File: src/rtl/soc_sram_sp_arbiter.sv
// Round-robin arbiter sharing one single-port SRAM macro between NPORTS requesters,
// with locked sequences; optional stall/grant counters under SOC_SRAM_ARB_STATS_EN.
module soc_sram_sp_arbiter #(
  parameter int unsigned NPORTS  = 2,
  parameter int unsigned XLEN    = 32,
  parameter int unsigned WORD_AW = 10,
  localparam int unsigned SW     = XLEN / 8
) (
  input  logic                      ahb3_clk_i,
  input  logic                      ahb3_rst_i,
  input  logic [NPORTS-1:0]         req_i,
  input  logic [NPORTS-1:0]         lock_i,
  input  logic [NPORTS-1:0]         we_i,
  input  logic [NPORTS*WORD_AW-1:0] addr_i,
  input  logic [NPORTS*XLEN-1:0]    wdata_i,
  input  logic [NPORTS*SW-1:0]      sel_i,
  output logic [NPORTS-1:0]         gnt_o,
  output logic [NPORTS-1:0]         rvalid_o,
  output logic [XLEN-1:0]           rdata_o,
  output logic                      sram_ce_o,
  output logic                      sram_we_o,
  output logic [WORD_AW-1:0]        sram_waddr_o,
  output logic [XLEN-1:0]           sram_din_o,
  output logic [SW-1:0]             sram_sel_o,
`ifdef SOC_SRAM_ARB_STATS_EN
  input  logic                      stats_clr_i,
  output logic [31:0]               stall_cnt_o,
  output logic [31:0]               grant_cnt_o,
`endif
  input  logic [XLEN-1:0]           sram_dout_i
);

  localparam int unsigned PW = (NPORTS > 1) ? $clog2(NPORTS) : 1;

  typedef enum logic {ARB, LOCKED} state_e;

  state_e            state_q, state_d;
  logic [PW-1:0]     rr_ptr_q, rr_ptr_d;
  logic [PW-1:0]     lock_owner_q, lock_owner_d;
  logic [NPORTS-1:0] rvalid_q, rvalid_d;
  logic [NPORTS-1:0] gnt;
  logic [PW-1:0]     idx;
  logic              found;

  // Requests are ignored while reset is asserted, so grants are gated by it.
  always_comb begin
    state_d      = state_q;
    rr_ptr_d     = rr_ptr_q;
    lock_owner_d = lock_owner_q;
    gnt          = '0;
    found        = 1'b0;
    idx          = '0;
    if (ahb3_rst_i) begin
      if (state_q == ARB) begin
        for (int unsigned i = 0; i < NPORTS; i++) begin
          idx = PW'((32'(rr_ptr_q) + i) % NPORTS);
          if (!found && req_i[idx]) begin
            found    = 1'b1;
            gnt[idx] = 1'b1;
            rr_ptr_d = PW'((32'(idx) + 1) % NPORTS);
            if (lock_i[idx]) begin
              state_d      = LOCKED;
              lock_owner_d = idx;
            end
          end
        end
      end else if (lock_i[lock_owner_q]) begin
        gnt[lock_owner_q] = req_i[lock_owner_q];
      end else begin
        state_d = ARB;
      end
    end
  end

  always_comb begin
    sram_we_o    = 1'b0;
    sram_waddr_o = '0;
    sram_din_o   = '0;
    sram_sel_o   = '0;
    for (int unsigned p = 0; p < NPORTS; p++) begin
      if (gnt[p]) begin
        sram_we_o    = we_i[p];
        sram_waddr_o = addr_i[p*WORD_AW +: WORD_AW];
        sram_din_o   = wdata_i[p*XLEN +: XLEN];
        sram_sel_o   = sel_i[p*SW +: SW];
      end
    end
  end

  assign rvalid_d  = gnt & ~we_i;
  assign gnt_o     = gnt;
  assign sram_ce_o = |gnt;
  assign rvalid_o  = rvalid_q;
  assign rdata_o   = sram_dout_i;

  always_ff @(posedge ahb3_clk_i or negedge ahb3_rst_i) begin
    if (!ahb3_rst_i) begin
      state_q      <= ARB;
      rr_ptr_q     <= '0;
      lock_owner_q <= '0;
      rvalid_q     <= '0;
    end else begin
      state_q      <= state_d;
      rr_ptr_q     <= rr_ptr_d;
      lock_owner_q <= lock_owner_d;
      rvalid_q     <= rvalid_d;
    end
  end

`ifdef SOC_SRAM_ARB_STATS_EN
  logic [31:0] stall_cnt_q, stall_cnt_d;
  logic [31:0] grant_cnt_q, grant_cnt_d;

  // Clear takes priority over increment; both counters saturate.
  always_comb begin
    stall_cnt_d = stall_cnt_q;
    grant_cnt_d = grant_cnt_q;
    if (stats_clr_i) begin
      stall_cnt_d = '0;
      grant_cnt_d = '0;
    end else begin
      if ((|(req_i & ~gnt)) && (stall_cnt_q != '1)) stall_cnt_d = stall_cnt_q + 32'd1;
      if (sram_ce_o && (grant_cnt_q != '1))         grant_cnt_d = grant_cnt_q + 32'd1;
    end
  end

  always_ff @(posedge ahb3_clk_i or negedge ahb3_rst_i) begin
    if (!ahb3_rst_i) begin
      stall_cnt_q <= '0;
      grant_cnt_q <= '0;
    end else begin
      stall_cnt_q <= stall_cnt_d;
      grant_cnt_q <= grant_cnt_d;
    end
  end

  assign stall_cnt_o = stall_cnt_q;
  assign grant_cnt_o = grant_cnt_q;
`endif

  lock_owner_range_a: assert property (@(posedge ahb3_clk_i) disable iff (!ahb3_rst_i)
    32'(lock_owner_q) < NPORTS);

endmodule

File: config.mk
export PLATFORM = sky130hd
export DESIGN_NAME = soc_sram_sp_arbiter
export DESIGN_NICKNAME = d
export VERILOG_FILES = /design/src/rtl/soc_sram_sp_arbiter.sv
export SDC_FILE = /design/constraint.sdc
export NUM_CORES = 1
export LEC_CHECK = 0
export BUFFER_PORTS_ARGS = -buffer_cell sky130_fd_sc_hd__buf_2
export CAP_MARGIN = 20
export CORE_AREA = 5 5 81 83
export DETAILED_ROUTE_END_ITERATION = 16
export DIE_AREA = 0 0 86 88
export PLACE_DENSITY = 0.67
export REMOVE_ABC_BUFFERS = 1
export SYNTH_ARGS = -nofsm -noshare
export SYNTH_HDL_FRONTEND = slang
export SYNTH_SLANG_ARGS = --single-unit
File: constraint.sdc
create_clock -name ahb3_clk_i -period 4.05 [get_ports ahb3_clk_i]
set_input_delay 0 -clock ahb3_clk_i [delete_from_list [all_inputs] [get_ports ahb3_clk_i]]
set_output_delay 0 -clock ahb3_clk_i [all_outputs]
set_load 0.02 [all_outputs]
==> results by stage <==
Outcome:
- The flow ran to the end, and the final reports show no timing, DRC or antenna violations.

Setup path:
- The endpoint class of the critical path is a primary output.
- At the worst endpoint, the arrival time is 2.61 ns.
- The depth of the worst register-to-register path is 4.
- The required time of the critical path is 4.05 ns.
- The maximum fanout count along the critical path is 26.
- The setup path with the least slack is of type reg2out.
- STA classifies the critical path startpoint as a register.

STA:
- Based on the critical path, the design can be clocked at up to 384 MHz.
- For the pin with the worst max-slew slack, the measured transition is 0.980 ns.
- After layout, the minimum clock period comes to 2.61 ns.
- Across the routed clock network, the largest skew measured is 0.00492 ns.
- The worst max-slew margin expressed relative to the limit is 34.4%.
- The final worst-path cycle share is 64.4%.
- The final count of hold timing violations is 0.
- Summed over all failing endpoints, the final setup total negative slack is 0 ns.
- The final max-slew violation count is 0.
- Setup repair after global routing left no endpoint under its margin.
- Setup slack on the critical path of the routed design comes to 1.44 ns.
- The number of setup violations in the final report is 0.

Layout:
- Compared with the post-synthesis result, the final layout area differs by 61.1%.
- The library cells used most frequently in the layout, excluding fill and tap cells, are sky130_fd_sc_hd__buf_2, sky130_fd_sc_hd__a22o_1, sky130_fd_sc_hd__dfrtp_1.
- Measured on the finished design, the core utilization comes to 28.4%.
- The proportion of layout cells with a drive suffix above 1 is 68.5%.
- Leaving out fill and tap cells, the most frequent cell in the layout is sky130_fd_sc_hd__buf_2.
- Leaving out filler cells and counting taps, the final layout contains 307.
- The net count of the finished layout is 365.
- The count of inserted antenna diode cells is 0.

Drt:
- The residual DRC count is 0.
- After the first detailed-routing iteration, the DRC count stood at 37.
- The routed layout has 1385 vias.
- The ratio of routed vias to standard cells is 4.51.
- The pre-antenna-repair detailed-routing pass consisted of 4 iterations.
- The remaining number of nets flagged by the antenna check after routing is 0.
- The routed length per instance is 17.6 microns.
- The total routed wirelength is 5.40 mm.

Power and ir drop:
- In this run, the clock network consumes 14.0% of the power.
- The cell leakage power is 0.994 nW.
- Cell internal power was estimated by the tool at 0.333 mW.
- The portion of total power attributed to sequential cells is 14.0%.
- The power per standard cell area is 398 nW/um^2.
- For this design the total switching power over the nets is 0.320 mW.
- Across the VDD grid, the largest voltage drop is 0.160 mV.
- The part of the power in combinational logic is 72.0%.
- The switching power as a share of total power is 49.0%.
- The design draws 0.653 mW.

Min path:
- The class of the tightest hold or removal check is in2out.
- The count of cells along the worst hold path is 0.

Placed design:
- The number of placed instances with taps included is 301.
- Prior to clock tree synthesis, the placed netlist has a worst setup slack of 1.65 ns.
- The congestion estimate from routability-driven global placement came to 0.728.
- During placement, the flow inserted port buffers numbering 151.
- The half-perimeter wire length of the detailed placement result is 4.63 mm.

Floorplanning:
- The floorplan core area is 5780 sq um.
- The die is 88 microns tall.
- The initial utilization of the core area, before any placement, comes to 17.6%.
- During I/O placement, the number of pins put on the boundary was 216.
- The die covers 7570 sq um.
- The horizontal die dimension is 86 microns.
- The initialized floorplan defines 28 standard-cell rows.

GRT:
- The first global-routing pass estimated 7.26 mm of wire.
- For this run the aggregate overflow at the end of global routing stands at 0.
- Global routing used 8.18% of the available met3 tracks.
- The global routing stage identified its most utilized layer as met2.
- The largest net degree at the start of global routing is 32.
- In the global route stage, met1 resource usage came out at 15.7%.
- Global routing consumed, on the met2 layer, 17.0% of the routing resources.
- The number of global-route vias before repair came to 1419.
- The number of antenna violations at the first check in global routing is 0.
- Global routing used 12.4% of the available tracks across all layers.

Yosys:
- Yosys mapped the design onto 24 distinct sky130hd cell types.
- The synthesis warning total is 0.
- Sequential elements use 12.3% of the synthesized area.
- The cell area that synthesis handed to floorplanning was 1020 sq um.
- In this run, synthesis produced a sequential element count of 5.
- Yosys attributes the largest share of cell area to sky130_fd_sc_hd__a22o_1, sky130_fd_sc_hd__buf_4, sky130_fd_sc_hd__dfrtp_1.
- The mean post-synth cell area is 8.77 sq um.
- Summed over all instances, the cell type with the most area after synthesis is sky130_fd_sc_hd__a22o_1.
- The area share of the largest cell type after synthesis is 40.5%.
- The post-synthesis instance total is 116.

CTS:
- The clock reaches the later pin of the worst-skew pair after 0.22 ns.
- The maximum count of clock buffers along a single path is 2.
- Clock tree synthesis inserted a total of 3 buffers.
- After clock tree synthesis, the clock-pin slew on the worst setup and hold paths is 0.04 ns.
- In this run the clock root is driven by a sky130_fd_sc_hd__clkbuf_8.
- The TritonCTS clock tree is yes.
- The number of gates resized after cts is 0.
- In this run the number of H-tree levels came out at 1.
- The clock drives 5 sinks.
- Hold repair after CTS inserted 2 buffers.
- After clock tree synthesis, the setup repair step added 0 buffers.

Job:
- The count of maximum capacitance violations is 0.
-- flip-flops by register name (all words and copies together), names as in the netlist --
| register | count |
|---|---|
| lock_owner_q | 1 |
| rvalid_o | 2 |
| rr_ptr_q | 1 |
| state_q | 1 |
-- through the flow --
stage | hold slack (ns) | area [sq um]
2_1_floorplan | -0.296 | 689
3_3_place_gp | -0.164 | 1570
3_5_place_dp | -0.162 | 1570
4_1_cts | 0.000137 | 1640
5_1_grt | 0.000123 | 1640
6_report | 0.0000378 | 1640
-- kinds of logic after synthesis --
group	synth area share, %
AOI/OAI and AO/OA	48.0
buffers and inverters	32.6
and+or+nand+nor	7.14
DFF	12.3
-- power by group through the flow --
stage / registers (mW) / clock network (mW) / logic, mW
4_1_cts: 0.0919 / 0.0944 / 0.475
3_5_place_dp: 0.0918 / 0 / 0.471
6_report: 0.0915 / 0.0914 / 0.470
5_1_grt: 0.0974 / 0.0985 / 0.507
2_1_floorplan: 0.0886 / 0 / 0.292
3_3_place_gp: 0.0908 / 0 / 0.469
-- per-layer routing --
layer	up-vias	routed length, microns
li1	646	-
met1	614	2220
met2	123	2290
met3	2	881
met4	0	4
met5	-	0
-- worst max-delay path, stage by stage (launching register included) --
cell and delay (ns):
sky130_fd_sc_hd__dfrtp_1 0.54, sky130_fd_sc_hd__and3b_1 0.25, sky130_fd_sc_hd__a211oi_4 0.81, sky130_fd_sc_hd__buf_4 0.41, sky130_fd_sc_hd__a22o_1 0.19, sky130_fd_sc_hd__buf_2 0.17
-- synth_stat cells --
| library cell | count |
|---|---|
| sky130_fd_sc_hd__a2bb2oi_1 | 1 |
| sky130_fd_sc_hd__a211oi_2 | 1 |
| sky130_fd_sc_hd__buf_2 | 1 |
| sky130_fd_sc_hd__clkbuf_1 | 4 |
| sky130_fd_sc_hd__o31ai_1 | 1 |
| sky130_fd_sc_hd__nor2b_1 | 2 |
| sky130_fd_sc_hd__a31oi_1 | 1 |
| sky130_fd_sc_hd__nor4b_1 | 1 |
| sky130_fd_sc_hd__nand2_1 | 3 |
| sky130_fd_sc_hd__a211o_1 | 1 |
| sky130_fd_sc_hd__o21ai_0 | 1 |
| sky130_fd_sc_hd__inv_1 | 1 |
| sky130_fd_sc_hd__nand2b_1 | 1 |
| sky130_fd_sc_hd__and2b_1 | 1 |
| sky130_fd_sc_hd__a211oi_4 | 1 |
| sky130_fd_sc_hd__buf_4 | 32 |
| sky130_fd_sc_hd__dfrtp_1 | 5 |
| sky130_fd_sc_hd__and3b_1 | 1 |
| sky130_fd_sc_hd__or2_2 | 1 |
| sky130_fd_sc_hd__a21boi_0 | 1 |
| sky130_fd_sc_hd__nor2_1 | 1 |
| sky130_fd_sc_hd__a22o_1 | 47 |
| sky130_fd_sc_hd__buf_6 | 6 |
| sky130_fd_sc_hd__nor3b_1 | 1 |
-- worst paths after layout --
| path | slack (ns) | endpoint | from |
|---|---|---|---|
| setup / recovery | 1.44 | sram_waddr_o[0] | state_q |
| hold / removal | 0.00004 | rdata_o[9] | sram_dout_i[9] |
| setup reg to reg | 1.79 | rvalid_o[0] | state_q |
| hold reg to reg | 0.55 | rr_ptr_q | rr_ptr_q |
| max in group asynchronous | 3.73 | rr_ptr_q | ahb3_rst_i |
| min in group asynchronous | 0.16 | lock_owner_q | ahb3_rst_i |
-- cell type report --
cell class | count | area [sq um]
fill | 641 | 4140
timing repair buffer | 155 | 803
multi-input combinational | 67 | 568
sequential | 5 | 125
tap | 75 | 93.8
clock buffer | 4 | 45.0
inverter | 1 | 3.75
Power figures use the tool's default switching activity.
